`config.mk`:
```
export PLATFORM = sky130hd
export DESIGN_NAME = clock_div_ctrl
export DESIGN_NICKNAME = d
export VERILOG_FILES = /design/src/rtl/clock_div_pkg.sv /design/src/rtl/clock_div_core.sv /design/src/rtl/clock_div_ctrl.sv
export SDC_FILE = /design/constraint.sdc
export NUM_CORES = 1
export LEC_CHECK = 0
export ABC_AREA = 1
export BUFFER_PORTS_ARGS = -buffer_cell sky130_fd_sc_hd__buf_2
export CORE_UTILIZATION = 60
export DETAILED_ROUTE_END_ITERATION = 7
export GPL_TIMING_DRIVEN = 0
export HOLD_SLACK_MARGIN = 0.03
export PLACE_DENSITY = 0.8
export SYNTH_ARGS = -nofsm -noshare
export SYNTH_HDL_FRONTEND = slang
export SYNTH_SLANG_ARGS = --single-unit
```
`constraint.sdc`:
```
create_clock -name clk -period 3.5 [get_ports clk]
set_input_delay 0.175 -clock clk [delete_from_list [all_inputs] [get_ports clk]]
set_output_delay 0.175 -clock clk [all_outputs]
set_load 0.05 [all_outputs]
```
`src/rtl/clock_div_pkg.sv`:
```
`default_nettype none
// ============================================================================
// Module   : clock_div_pkg
// Brief    : Shared state encodings and limits for the clock divider control.
// Revision : 1.0 - initial release
// ============================================================================
package clock_div_pkg;

    typedef enum logic [1:0] {
        IDLE = 2'd0,
        RUN  = 2'd1,
        PEND = 2'd2
    } state_t;

    localparam int MIN_RATIO = 2;

endpackage
`default_nettype wire

```
`src/rtl/clock_div_core.sv`:
```
`default_nettype none
// ============================================================================
// Module   : clock_div_core
// Brief    : Divide counter with registered clk_out/tick and active-ratio store.
// Revision : 1.0 - initial release
// ============================================================================
module clock_div_core #(
    parameter int COUNT_REG_SIZE = 8,
    parameter int DEFAULT_RATIO  = 4
) (
    input  logic                      clk,
    input  logic                      reset,
    input  logic                      en,
    input  logic                      restart,
    input  logic                      load,
    input  logic [COUNT_REG_SIZE-1:0] ratio_in,
    output logic                      boundary,
    output logic                      clk_out,
    output logic                      tick
);

    localparam logic [COUNT_REG_SIZE-1:0] c_one = {{(COUNT_REG_SIZE-1){1'b0}}, 1'b1};

    logic [COUNT_REG_SIZE-1:0] r_ratio;
    logic [COUNT_REG_SIZE-1:0] r_cnt;
    logic                      r_clk_out;
    logic                      r_tick;
    logic [COUNT_REG_SIZE-1:0] w_half;
    logic [COUNT_REG_SIZE-1:0] w_last;
    logic [COUNT_REG_SIZE-1:0] w_cnt_inc;

    // (N+1)>>1 computed without needing a wider intermediate
    assign w_half    = (r_ratio >> 1) + {{(COUNT_REG_SIZE-1){1'b0}}, r_ratio[0]};
    assign w_last    = r_ratio - c_one;
    assign w_cnt_inc = r_cnt + c_one;
    assign boundary  = en && (r_cnt == w_last);
    assign clk_out   = r_clk_out;
    assign tick      = r_tick;

    always_ff @(posedge clk or negedge reset) begin
        if (!reset) begin
            r_ratio   <= COUNT_REG_SIZE'(DEFAULT_RATIO);
            r_cnt     <= '0;
            r_clk_out <= 1'b0;
            r_tick    <= 1'b0;
        end else begin
            if (load) begin
                r_ratio <= ratio_in;
            end
            if (en && !boundary) begin
                r_cnt     <= w_cnt_inc;
                r_clk_out <= (w_cnt_inc < w_half);
                r_tick    <= 1'b0;
            end else begin
                // idle or period end: restart begins a fresh period, else hold low
                r_cnt     <= '0;
                r_clk_out <= restart;
                r_tick    <= restart;
            end
        end
    end

endmodule
`default_nettype wire

```
`src/rtl/clock_div_ctrl.sv`:
```
`default_nettype none
// ============================================================================
// Module   : clock_div_ctrl
// Brief    : Run/stop sequencing and ratio handshake around clock_div_core.
// Revision : 1.0 - initial release
// ============================================================================
module clock_div_ctrl
    import clock_div_pkg::*;
#(
    parameter int COUNT_REG_SIZE = 8,
    parameter int DEFAULT_RATIO  = 4
) (
    input  logic                      clk,
    input  logic                      reset,
    input  logic                      run,
    input  logic                      cfg_valid,
    input  logic [COUNT_REG_SIZE-1:0] cfg_ratio,
    output logic                      cfg_ready,
    output logic                      cfg_err,
    output logic                      clk_out,
    output logic                      tick,
    output logic                      busy
);

    state_t                    r_state;
    state_t                    w_state_next;
    logic [COUNT_REG_SIZE-1:0] r_pend;
    logic                      r_err;
    logic                      w_xfer;
    logic                      w_legal;
    logic                      w_accept;
    logic                      w_load;
    logic                      w_store_pend;
    logic                      w_boundary;
    logic [COUNT_REG_SIZE-1:0] w_ratio_in;

    assign cfg_ready  = (r_state != PEND);
    assign busy       = (r_state == RUN) || (r_state == PEND);
    assign cfg_err    = r_err;
    assign w_xfer     = cfg_valid && cfg_ready;
    assign w_legal    = (cfg_ratio >= COUNT_REG_SIZE'(MIN_RATIO));
    assign w_accept   = w_xfer && w_legal;
    assign w_ratio_in = (r_state == PEND) ? r_pend : cfg_ratio;

    always_ff @(posedge clk or negedge reset) begin
        if (!reset) begin
            r_state <= IDLE;
        end else begin
            r_state <= w_state_next;
        end
    end

    always_comb begin
        w_state_next = r_state;
        w_load       = 1'b0;
        w_store_pend = 1'b0;
        case (r_state)
            IDLE: begin
                w_load = w_accept;
                if (run) begin
                    w_state_next = RUN;
                end
            end
            RUN: begin
                // a ratio accepted on the final cycle of a period applies to the next one
                if (w_boundary) begin
                    w_load       = w_accept;
                    w_state_next = run ? RUN : IDLE;
                end else if (w_accept) begin
                    w_store_pend = 1'b1;
                    w_state_next = PEND;
                end
            end
            PEND: begin
                if (w_boundary) begin
                    w_load       = 1'b1;
                    w_state_next = run ? RUN : IDLE;
                end
            end
            default: begin
                w_state_next = IDLE;
            end
        endcase
    end

    always_ff @(posedge clk or negedge reset) begin
        if (!reset) begin
            r_pend <= '0;
            r_err  <= 1'b0;
        end else begin
            if (w_store_pend) begin
                r_pend <= cfg_ratio;
            end
            r_err <= w_xfer && !w_legal;
        end
    end

    clock_div_core #(
        .COUNT_REG_SIZE (COUNT_REG_SIZE),
        .DEFAULT_RATIO  (DEFAULT_RATIO)
    ) u_core (
        .clk      (clk),
        .reset    (reset),
        .en       (busy),
        .restart  (run),
        .load     (w_load),
        .ratio_in (w_ratio_in),
        .boundary (w_boundary),
        .clk_out  (clk_out),
        .tick     (tick)
    );

endmodule
`default_nettype wire

```
### Word-level counts from Yosys, hierarchy flattened

Cells that the tools add are included.

| storage, ports and cells | value |
|---|---|
| word-level logic and storage cells | 45 |
| output and inout bits | 5 |
| register bits after elaboration | 29 |
| input port bits | 12 |

| operators by class | value |
|---|---|
| add/subtract/negate cells | 3 |
| eq/ne operators | 7 |
| reductions and logical operators | 10 |
| mux-type cells | 16 |
| $lt $le $gt $ge | 2 |

Operators by type and width:

| kind | count |
|---|---|
| 8-bit two-way mux | 2 |
| 7-bit by 1-bit adder with 8-bit output | 1 |
| 8-bit by 1-bit adder with 8-bit output (second input constant) | 1 |
| 8-bit equality test | 1 |
| 8-bit by 2-bit greater-or-equal comparator with 1-bit output (second input constant) | 1 |
| 8-bit less-than comparator | 1 |
| 1-bit two-way mux | 8 |
| 2-bit two-way mux | 4 |
| 8-bit by 1-bit subtractor with 8-bit output (second input constant) | 1 |
| 2-bit case mux with 3 select lines | 1 |
| 1-bit logical AND | 5 |
| 2-bit != test (second input constant) | 2 |
| 3-bit by 2-bit != test with 1-bit output (second input constant) | 1 |
| 1-bit case mux with 3 select lines | 1 |
| 3-bit AND reduction | 1 |
| 2-bit by 1-bit equality test with 1-bit output (second input constant) | 1 |
| 2-bit equality test (second input constant) | 1 |
| 1-bit logical NOT | 2 |
| 2-bit logical NOT | 1 |
| 2-bit by 1-bit != test with 1-bit output (second input constant) | 1 |
| 1-bit logical OR | 1 |

### Longest topological paths before layout

| depth | value |
|---|---|
| depth after elaboration | 6 |
| depth in mapped cells | 16 |
| gate-level depth less buffers | 15 |

### Modules after synthesis

From an unflattened synthesis, not the netlist that was laid out.

| unflattened totals | value |
|---|---|
| cell total of the unflattened synthesis | 271 |
| area total of the unflattened synthesis | 2128.3 um^2 |

By module, submodules not included:

| module | instances | sequential area each (um^2) | cells an instance | area an instance (um^2) |
|---|---|---|---|---|
| clock_div_core | 1 | 451.7 | 176 | 1341.3 |
| clock_div_ctrl | 1 | 275.3 | 95 | 787.0 |

### Worst setup path after synthesis

No wires, ideal clock.

| path | value |
|---|---|
| kind | flip-flop to flip-flop |
| from | reg u_core.r_ratio[0] |
| to | reg u_core.r_ratio[4] |
| period minus slack after synthesis | 1957 ps |
| data required time | 3382 ps |
| setup time | 118 ps |
| path slack | 1543 ps |
| arrival | 1839 ps |
| stages on the path, launching flop included | 15 |
| buffers on the path | 0 |
| path through | dfrtp_1 > inv_2 > ha_1 > inv_1 > nand2_1 > nand2_1 > nand2_1 > nor2_1 > nand3_1 > nor2_4 > nand3_2 > o21ai_4 > nand2_4 > nand2_1 > nand2_1 |

| on the way | value |
|---|---|
| cells in the longest elaborated chain, start to end | 5 |
| elaborated cells on any way between the ends | 6 |
| those cells by class | add/sub (1); eq/ne (1); mux (3); reduce/logical (1) |

RTL lines:

| item | line | source |
|---|---|---|
| start: declaration | clock_div_core.sv:24 | `logic [COUNT_REG_SIZE-1:0] r_ratio;` |
| start signal: assignment | clock_div_core.sv:42 | `r_ratio <= COUNT_REG_SIZE'(DEFAULT_RATIO);` |
| start signal: assignment | clock_div_core.sv:48 | `r_ratio <= ratio_in;` |
| 8-bit by 1-bit subtractor with 8-bit output * | clock_div_core.sv:34 | `assign w_last = r_ratio - c_one;` |
| 8-bit equality test * | clock_div_core.sv:36 | `assign boundary = en && (r_cnt == w_last);` |
| 1-bit logical AND * | clock_div_core.sv:36 |  |
| 1-bit two-way mux (on tied branches) | clock_div_ctrl.sv:75, clock_div_ctrl.sv:66 |  |
| 1-bit case mux with 3 select lines * | clock_div_ctrl.sv:57 | `case (r_state)` |

Mark *: on every way between the ends. The rest lies on a longest branch, timed or not.
A chain may end at the register's enable or synchronous reset.

### Worst setup path in the final report

| path | value |
|---|---|
| from | reg u_core.r_ratio[0] |
| to | reg u_core.r_ratio[1] |

Same word-level chain as after synthesis.

==> flow_summary.ini <==
[logic_synthesis]
synth_xor_area_frac = 0.06034
ys_types = 31
yosysSeqAreaShare = 0.3578
yosysMostFrequentCell = nand2_1
synth_top_area_frac = 0.3448
avgSynthCellArea_um2 = 7.309
synthTopCellsByCount = nand2_1 (83), inv_1 (34), dfrtp_1 (28)
synth-compound-area-share = 0.07635
synth_flop_cell = dfrtp_1
synth-seq-cells = 29
yosys.area_share.adder = 0.09236
synth-simple-area-share = 0.3171
syn-cell-area_um2 = 2032
synthMuxAreaShare = 0
synth_top_family_by_area = simple AND/OR/NAND/NOR gates
syn_nets = 305
synth_area_leaders = dfrtp_1 (34%), nand2_1 (15%), ha_1 (9.2%), inv_1 (6.3%), nand3_1 (4.7%)
ys_warn_count = 0
async_flop_share = 1.000
synth_top_area_cell = dfrtp_1
syn_inst = 278
synth_edf_count = 0

[power]
irDropWorstVdd_mv = 0.4932
power.density_nw_per_um2 = 796.8
p_leak_uw = 0.001207

[setup_path]
critPathCaptureType = register
reg2reg_to = u_core.r_ratio[1]
startpoint_type = register
slowest_delay_ns = 0.42
rr_worst_depth = 14
cp_cell_sequence = inv_2 > ha_1 > inv_1 > nand2_1 > nand2_1 > nand2_1 > nor2_1 > nand3_1 > nor2_4 > nand3_2 > o21ai_4 > nand2_4 > nand2_1 > nand2_1
cp_top_family = simple AND/OR/NAND/NOR gates
crit_type = register to register
crit_cells = 14
crit_buf_inv = 2
cpMostUsedCell = nand2_1
rrSetupSlack_ns = 1.27
worst_path_max_delay_cell = dfrtp_1
cp.arrival_ns = 2.46
endpoint = u_core.r_ratio[1]
crit_path_start = u_core.r_ratio[0]
timing.rr.start = u_core.r_ratio[0]
worstPathRequired_ns = 3.73
critPathMaxFanout = 9

[cts]
clk_latency_ns = 0.33
cts_buffers = 5
cts_tree = yes
cts_sinks = 29
clock_path_buffers = 2
clk_pin_slew_ns = 0.09
htreeDepth = 2
postCtsSetupBuffers = 0
clock-root-buffer = clkbuf_4

[floorplan]
num_rows = 20
boundaryPins = 17
initial_core_util = 0.6496
die_h_um = 60.20
coreArea_um2 = 3128
die-area_um2 = 3623
die_width_um = 60.20

[final_layout]
nets = 329
drive_above_1_share = 0.1452
fin_cells = 347
diodes = 0
area_delta_synth_final_pct = 9.544

[routing]
ant_nets = 0
drtIter0Drc = 61
wl_per_cell_um = 10.36
viasPerCell = 4.905
vias = 1702
drc = 0
totalWireLength_mm = 3.596
firstDrtPassIters = 4

[global_route]
antenna_found_initial = 0
grt_use_total = 0.2444
grt_pass1_vias = 1533
gr-total-overflow = 0
grt_pass1_wl_mm = 6.382
grt_start_max_net_pins = 30

[run_status]
run_status = finished, final reports clean

[sta]
fmax_mhz = 448.5
rsz0062_at_grt = false
report.final.slew_viol_count = 0
fin_ws_ns = 1.270
slew_headroom = 0.5760
hold_viol = 0
setup_viol = 0
period_needed_ns = 2.230
hold_ws_ns = 0.09979
worst-slew-pin-transition_ns = 0.6360
finalSetupTns_ns = 0
post-route-period-util = 0.6371
skew_ns = 0.008997

[placement]
port_buffers = 16
gp_congestion = 0.8016
place_hpwl_mm = 2.793
dpl_worst_slack_ns = 1.289
place_inst = 338

[hold_path]
worstHoldPathType = input port to register

[flow_run]
maxCapViolations = 0
## worst min-delay path: stages
cell and delay, ns:
buf_2 0.10, inv_1 0.06, o21ai_1 0.07
## what timing repair did
action / CTS / global route
hold buffers: 1 / 0
setup endpoints to repair: 0 / 0
resized for setup: 0 / 0
hold endpoints to repair: 28 / 0
## power by group
group,switching (uW),total [uW],internal [uW]
combinational,667,1030,361
sequential,94.7,553,458
clock,113,193,79.9
## metal layers
layer / global-route usage / routed length, um
met3: 0.08009 / 122
met5: 0 / 0
met4: 0.07973 / 38
met2: 0.4035 / 1709
met1: 0.2989 / 1725
## area by class of cell
cell class | instances | area (um^2)
inverter | 41 | 155.1
clock buffer | 8 | 48.80
tap | 44 | 55.05
sequential | 29 | 726.9
multi-input combinational | 202 | 1110
fill | 286 | 902.1
buffer | 6 | 40.04
timing repair buffer | 17 | 90.09
## stage by stage
| stage | total power, uW | util | instance area [um^2] |
|---|---|---|---|
| after CTS | 1791 | 0.7116 | 2226 |
| after global placement | 1567 | 0.6928 | 2167 |
| after floorplan | 1390 | - | 2032 |
| after global routing | 1971 | 0.7116 | 2226 |
| after detailed placement | 1591 | 0.6928 | 2167 |
| final | 1774 | 0.7116 | 2226 |
## sequential cells by signal (all words and copies together), names as in the netlist
register	count
u_core.clk_out	1
cfg_err	1
r_pend	8
u_core.r_cnt	8
r_state	2
u_core.r_ratio	8
u_core.tick	1
## worst min-delay path by stage
stage,from,end,slack [ns],cells after the start
after detailed placement,reset,r_pend[3],0.23,1
after CTS,cfg_ratio[0],r_pend[0],0.09,3
after global routing,cfg_ratio[0],r_pend[0],0.11,3
after floorplan,reset,cfg_err,-0.12,0
after global placement,reset,r_pend[3],0.23,1
final,cfg_ratio[0],r_pend[0],0.1,3
## cell usage in the layout, fill, tap and decap left out, types with 2 or more instances in the layout
cell type	n
inv_1	34
nand3_1	19
nand2_4	2
nand2_2	3
xor2_1	10
o21ai_1	9
inv_2	5
xnor2_1	4
nand4_1	6
dfrtp_1	28
a21oi_1	4
clkbuf_4	5
nor2_2	2
nor2_1	25
o21ai_0	10
ha_1	15
buf_6	2
buf_2	18
nand2_1	83
clkbuf_1	5
nand3_2	2
## kinds of logic (layout without fill, tap and decap cells)
logic type               count (synthesis)  after routing
XOR/XNOR                                14             14
flip-flops                              29             29
buffers and inverters                   47             72
AO/OA/AOI/OAI                           27             27
AND/OR/NAND/NOR                        146            146
adder cells (fa/ha/maj)                 15             15
No activity file was read; power rests on OpenSTA's default activity.
